`config.mk`:
```
export PLATFORM = sky130hd
export DESIGN_NAME = rank_filter_flat
export DESIGN_NICKNAME = d
export VERILOG_FILES = /design/src/rtl/rank_filter_if.sv /design/src/rtl/rank_filter.sv /design/src/flat_wrapper.sv
export SDC_FILE = /design/constraint.sdc
export NUM_CORES = 1
export LEC_CHECK = 0
export ABC_AREA = 1
export CORE_MARGIN = 1.5
export CORE_UTILIZATION = 54
export CTS_CLUSTER_DIAMETER = 150
export DETAILED_ROUTE_END_ITERATION = 12
export HOLD_SLACK_MARGIN = 0.08
export PLACE_DENSITY = 0.73
export SYNTH_ARGS = -nofsm -noshare
export SYNTH_HDL_FRONTEND = slang
export SYNTH_SLANG_ARGS = --single-unit
```
`constraint.sdc`:
```
create_clock -name CLK -period 2.05 [get_ports CLK]
set_input_delay 0.41 -clock CLK [delete_from_list [all_inputs] [get_ports CLK]]
set_output_delay 0.41 -clock CLK [all_outputs]
set_load 0.01 [all_outputs]
```
`src/rtl/rank_filter_if.sv`:
```
// Pixel-window stream and result bus for the rank-order filter.
interface rank_filter_if #(
    parameter int WIDTH = 8,
    parameter int NPIX  = 9
);
    localparam int RW = $clog2(NPIX);

    logic [WIDTH-1:0] DI;
    logic             DSI;
    logic [RW-1:0]    RANK;
    logic [WIDTH-1:0] DO;
    logic             DSO;
    logic             BUSY;
    logic             ERR;

    modport master (output DI, DSI, RANK, input DO, DSO, BUSY, ERR);
    modport slave  (input DI, DSI, RANK, output DO, DSO, BUSY, ERR);
endinterface

```
`src/rtl/rank_filter.sv`:
```
// Rank-order filter: serially loads an NPIX-pixel window into a circular
// chain, then runs repeated max-extraction passes until the requested rank
// has been pulled out. RANK 0 = max, NPIX-1 = min, (NPIX-1)/2 = median.
module rank_filter #(
    parameter int WIDTH = 8,
    parameter int NPIX  = 9
) (
    input logic          CLK,
    input logic          nRST,
    rank_filter_if.slave bus
);
    localparam int RW = $clog2(NPIX);
    localparam int PW = $clog2(NPIX + 1);
    localparam logic [RW-1:0] LAST  = RW'(NPIX - 1);
    localparam logic [PW-1:0] PFULL = PW'(NPIX);

    typedef enum logic [1:0] {IDLE, LOAD, RUN, DONE} state_t;

    state_t           state_q, state_d;
    logic [WIDTH-1:0] r [NPIX];
    logic [WIDTH-1:0] m_q, m_d;
    logic [WIDTH-1:0] do_q, do_d;
    logic             dso_q, dso_d;
    logic             err_q, err_d;
    logic             busy_q, busy_d;
    logic [PW-1:0]    pcnt_q, pcnt_d;
    logic [RW-1:0]    cyc_q, cyc_d;
    logic [RW-1:0]    pass_q, pass_d;
    logic [RW-1:0]    rank_q, rank_d;
    logic             ld, run;

    // Compare stage: the chain tail is compared with the running max; the
    // running max restarts from zero on the first cycle of every pass so the
    // previously extracted value stays out of the chain.
    logic [WIDTH-1:0] x, m, mx, mn;
    assign x  = r[NPIX-1];
    assign m  = (cyc_q == '0) ? '0 : m_q;
    assign mx = (x > m) ? x : m;
    assign mn = (x > m) ? m : x;

    // Next-state, counter and output decode
    always_comb begin
        state_d = state_q;
        m_d     = m_q;
        do_d    = do_q;
        dso_d   = dso_q;
        err_d   = 1'b0;
        pcnt_d  = pcnt_q;
        cyc_d   = cyc_q;
        pass_d  = pass_q;
        rank_d  = rank_q;
        ld      = 1'b0;
        run     = 1'b0;
        case (state_q)
            IDLE: begin
                if (bus.DSI) begin
                    state_d = LOAD;
                    ld      = 1'b1;
                    pcnt_d  = PW'(1);
                    dso_d   = 1'b0;
                end
            end
            LOAD: begin
                if (bus.DSI) begin
                    ld     = 1'b1;
                    pcnt_d = (pcnt_q == PFULL) ? pcnt_q : pcnt_q + 1'b1;
                end else if (pcnt_q == PFULL) begin
                    state_d = RUN;
                    cyc_d   = '0;
                    pass_d  = '0;
                    rank_d  = (bus.RANK > LAST) ? LAST : bus.RANK;
                end else begin
                    state_d = IDLE;
                    err_d   = 1'b1;
                    pcnt_d  = '0;
                end
            end
            RUN: begin
                if (bus.DSI) begin
                    state_d = LOAD;
                    ld      = 1'b1;
                    pcnt_d  = PW'(1);
                end else begin
                    run = 1'b1;
                    m_d = mx;
                    if (cyc_q == LAST) begin
                        cyc_d = '0;
                        if (pass_q < rank_q) begin
                            pass_d = pass_q + 1'b1;
                        end else begin
                            state_d = DONE;
                            do_d    = mx;
                            dso_d   = 1'b1;
                        end
                    end else begin
                        cyc_d = cyc_q + 1'b1;
                    end
                end
            end
            DONE: begin
                if (bus.DSI) begin
                    state_d = LOAD;
                    ld      = 1'b1;
                    pcnt_d  = PW'(1);
                    dso_d   = 1'b0;
                end
            end
            default: state_d = IDLE;
        endcase
        busy_d = (state_d == LOAD) || (state_d == RUN);
    end

    // Control state and registered outputs
    always_ff @(posedge CLK or negedge nRST) begin
        if (!nRST) begin
            state_q <= IDLE;
            m_q     <= '0;
            do_q    <= '0;
            dso_q   <= 1'b0;
            err_q   <= 1'b0;
            busy_q  <= 1'b0;
            pcnt_q  <= '0;
            cyc_q   <= '0;
            pass_q  <= '0;
            rank_q  <= '0;
        end else begin
            state_q <= state_d;
            m_q     <= m_d;
            do_q    <= do_d;
            dso_q   <= dso_d;
            err_q   <= err_d;
            busy_q  <= busy_d;
            pcnt_q  <= pcnt_d;
            cyc_q   <= cyc_d;
            pass_q  <= pass_d;
            rank_q  <= rank_d;
        end
    end

    // Circular pixel chain: head takes the new pixel on load, the smaller
    // compare result on run; every other stage shifts by one.
    always_ff @(posedge CLK or negedge nRST) begin
        if (!nRST) begin
            for (int unsigned i = 0; i < NPIX; i++) r[i] <= '0;
        end else if (ld || run) begin
            r[0] <= ld ? bus.DI : mn;
            for (int unsigned i = 1; i < NPIX; i++) r[i] <= r[i-1];
        end
    end

    assign bus.DO   = do_q;
    assign bus.DSO  = dso_q;
    assign bus.ERR  = err_q;
    assign bus.BUSY = busy_q;
endmodule

```
`src/flat_wrapper.sv`:
```
// flat-port wrapper written by rule: the top's interface ports become plain ports
module rank_filter_flat 
#(
    parameter int WIDTH = 8,
    parameter int NPIX  = 9
)
  (CLK, nRST, bus_DI, bus_DSI, bus_RANK, bus_DO, bus_DSO, bus_BUSY, bus_ERR);
  rank_filter_if #(.WIDTH(WIDTH), .NPIX(NPIX)) bus_i ();
  input logic CLK;
  input logic nRST;
  input wire logic [$bits(bus_i.DI)-1:0] bus_DI;
  input wire logic [$bits(bus_i.DSI)-1:0] bus_DSI;
  input wire logic [$bits(bus_i.RANK)-1:0] bus_RANK;
  output wire logic [$bits(bus_i.DO)-1:0] bus_DO;
  output wire logic [$bits(bus_i.DSO)-1:0] bus_DSO;
  output wire logic [$bits(bus_i.BUSY)-1:0] bus_BUSY;
  output wire logic [$bits(bus_i.ERR)-1:0] bus_ERR;
  assign bus_i.DI = bus_DI;
  assign bus_i.DSI = bus_DSI;
  assign bus_i.RANK = bus_RANK;
  assign bus_DO = bus_i.DO;
  assign bus_DSO = bus_i.DSO;
  assign bus_BUSY = bus_i.BUSY;
  assign bus_ERR = bus_i.ERR;
  rank_filter #(.WIDTH(WIDTH), .NPIX(NPIX)) u_core (.CLK(CLK), .nRST(nRST), .bus(bus_i));
endmodule
```
==> results.yml <==
die:
  die_h_um: 99.2
  die_area_um2: 9840
  core_um2: 8850
  rows: 34
  io_pins: 26
  die_w_um: 99.2
  initial_core_util_pct: 56.5
power:
  power_frac_seq_pct: 46.7
  p_comb_share_pct: 29.9
  swShare_pct: 34.1
  vdd_ir_drop_max_mv: 0.619
  power_density_nw_per_um2: 944
  internal_power_uw: 3910
  p_leak_uw: 0.00300
  finalPower_uw: 5930
  p_clk_share_pct: 23.4
  p_switching_uw: 2030
logic_synthesis:
  ys.flop_type: "dfrtp_1"
  avgSynthCellArea_um2: 10.1
  synth_seq_cells: 109
  ys.warnings.count: 0
  synth_seq_area_share_pct: 54.6
  synthesis.nets: 530
  synth_edf_count: 0
  synth_cells: 497
  ys_types: 38
  synth_area_um2: 5000
  ys_async_sr_fraction_pct: 100
global_route:
  grt_usage_pct: 23.2
  grt_overflow_total: 0
  grt_pass1_vias: 3753
  antenna_found_initial: 0
  grt_max_degree: 59
  grt_pass1_wl_um: 18100
place:
  place_worst_setup_slack_ns: -0.186
  place_hpwl_um: 6410
  port_buffers: 25
  gp_congestion: 0.866
  dpl-instance-area_um2: 5610
worst_setup_path:
  end_kind: "register"
  worstSetupEndpoint: "u_core.bus.DO[2]$_DFFE_PN0P_"
  cp_data_arrival_time_ns: 2.63
  reg2reg_to: "u_core.bus.DO[2]$_DFFE_PN0P_"
  critPathLaunch: "u_core.cyc_q[0]$_DFFE_PN0P_"
  r2r_cells: 16
  setup.worst_path.start_class: "register"
  path_class: "register to register"
  rrSetupSlack_ns: -0.31
  crit_fanout: 8
  worstPathRequired_ns: 2.32
  rr_startpoint: "u_core.cyc_q[0]$_DFFE_PN0P_"
timing:
  tightest_slew_ns: 0.388
  slew_headroom_pct: 74.1
  fin_crit_sh_pct: 115
  hold_viol: 0
  setup_ws_ns: -0.312
  finalSetupTns_ns: -6.05
  skew_ns: 0.0108
  fin_crit_ns: 2.36
  setup_viol: 24
  rsz0062_at_grt: "yes"
  finalMaxSlewViolations: 0
  fmax_mhz: 423
drt:
  vias_per_cell: 5.55
  wl_um: 10800
  drtIter0Drc: 237
  firstDrtPassIters: 5
  drc: 0
  wl_per_cell_um: 16.1
  vias: 3738
  drtAntennaViolNets: 0
clock_tree:
  cts_buffers: 9
  worst_skew_pair.late_latency_ns: 0.38
  cts_buffer_depth: 2
  clk_pin_slew_ns: 0.11
  cts_sinks: 109
  cts_tree: "done"
  root_buffer: "clkbuf_8"
  ctsHtreeMaxLevel: 3
final_layout:
  fin_nets: 594
  final_cell_mix: "dfrtp_1, nand2_1, mux2_2, inv_1, buf_4"
  finalCoreUtilization_pct: 71.1
  diodes: 0
  stdcell_area_um2: 6290
  syn2layout_area_growth_pct: 25.8
  drive_above_1_share_pct: 31.4
  fillers: 637
  layout_commonest_cell: "dfrtp_1"
job:
  drv_cap: 0
outcome:
  violations: "negative setup slack"
  status: "complete, but fails checks"
min_path:
  holdCritPathClass: "primary input to async pin"
state kept, by name (all words and copies together), names as in the netlist:
register,count
u_core.r,64
u_core.x,8
u_core.state_q,2
u_core.rank_q,4
u_core.bus.DO,8
u_core.pass_q,4
u_core.cyc_q,4
u_core.bus.ERR,1
u_core.bus.BUSY,1
u_core.bus.DSO,1
u_core.pcnt_q,4
u_core.m_q,8
worst max-delay path, stage by stage (launching register included):
cell and delay [ns]:
dfrtp_1 0.42, inv_2 0.09, ha_4 0.16, nand2_4 0.06, nor2_4 0.11, inv_6 0.08
nand2_4 0.09, ha_4 0.21, nand2_1 0.05, inv_1 0.03, nor2_1 0.14, o21a_2 0.30
nand2_8 0.12, nand2_8 0.15, nand2_2 0.08, nand3_1 0.09, nand2_1 0.06
through the flow:
| step | std cells | hold WS [ns] |
|---|---|---|
| after CTS | 670 | 0.383 |
| after detailed placement | 644 | 0.246 |
| after global placement | 644 | 0.241 |
| after floorplan | 497 | 0.114 |
| final | 674 | 0.385 |
| after global routing | 674 | 0.396 |
cell type report:
cell class                      instances  area [um^2]  area share, %
Clock inverter                          7         91.3           1.45
Tap cell                              108          135           2.15
Multi-Input combinational cell        330         2380           37.9
Inverter                               45          174           2.77
Timing Repair Buffer                   66          656           10.4
Sequential cell                       109         2730           43.4
Clock buffer                            9          124           1.97
synth_stat cells (all sizes together) (3+ instances only):
cell type | n | share of area, %
xor2 | 3 | 0.53
nor3 | 6 | 0.60
nand4 | 3 | 0.50
o21ai | 17 | 2.0
mux2 | 41 | 9.2
buf | 16 | 1.9
ha | 18 | 4.5
nand2 | 119 | 9.7
a22oi | 8 | 1.2
nand3 | 47 | 4.8
nor2 | 29 | 2.7
a21oi | 23 | 2.5
inv | 45 | 3.4
dfrtp | 109 | 55
metal layers:
layer | track usage, % | up-vias | part of all wire (%)
li1 | - | 1770 | -
met1 | 31.8 | 1826 | 45
met2 | 36.5 | 105 | 48
met3 | 5.69 | 37 | 4.6
met4 | 7.69 | 0 | 3.0
met5 | 0 | - | 0
power by group through the flow:
stage / registers (uW) / clock network (uW) / logic, uW
after floorplan: 2740 / 0 / 956
after global placement: 2770 / 0 / 1250
after detailed placement: 2790 / 0 / 1300
after CTS: 2770 / 1430 / 1630
after global routing: 2820 / 1500 / 1930
final: 2770 / 1390 / 1770
worst min-delay path by stage:
stage                     slack, ns                           end  cells after the start  start
after floorplan                0.11     u_core.bus.BUSY$_DFF_PN0_                      0   nRST
after global placement         0.24  u_core.rank_q[0]$_DFFE_PN0P_                      1   nRST
after detailed placement       0.25  u_core.rank_q[3]$_DFFE_PN0P_                      1   nRST
after CTS                      0.38  u_core.rank_q[3]$_DFFE_PN0P_                      2   nRST
after global routing           0.40  u_core.rank_q[3]$_DFFE_PN0P_                      2   nRST
final                          0.38  u_core.rank_q[3]$_DFFE_PN0P_                      2   nRST
logic make-up after synthesis:
family | Yosys count | share of synthesized area (%)
adders and majority gates | 18 | 4.51
buffers and inverters | 62 | 5.31
and+or+nand+nor | 206 | 18.6
AOI/OAI and AO/OA | 57 | 7.06
DFF | 109 | 54.6
muxes | 41 | 9.24
xor gates and xnor gates | 4 | 0.701
timing repair:
action	CTS	global route
pin swaps	10	2
gates resized for setup	68	6
hold buffers	1	0
endpoints found under the hold margin	5	0
cloned	5	0
setup endpoints to repair	24	24
setup buffers	4	4
Note: power is estimated with default switching activity, not from simulation.
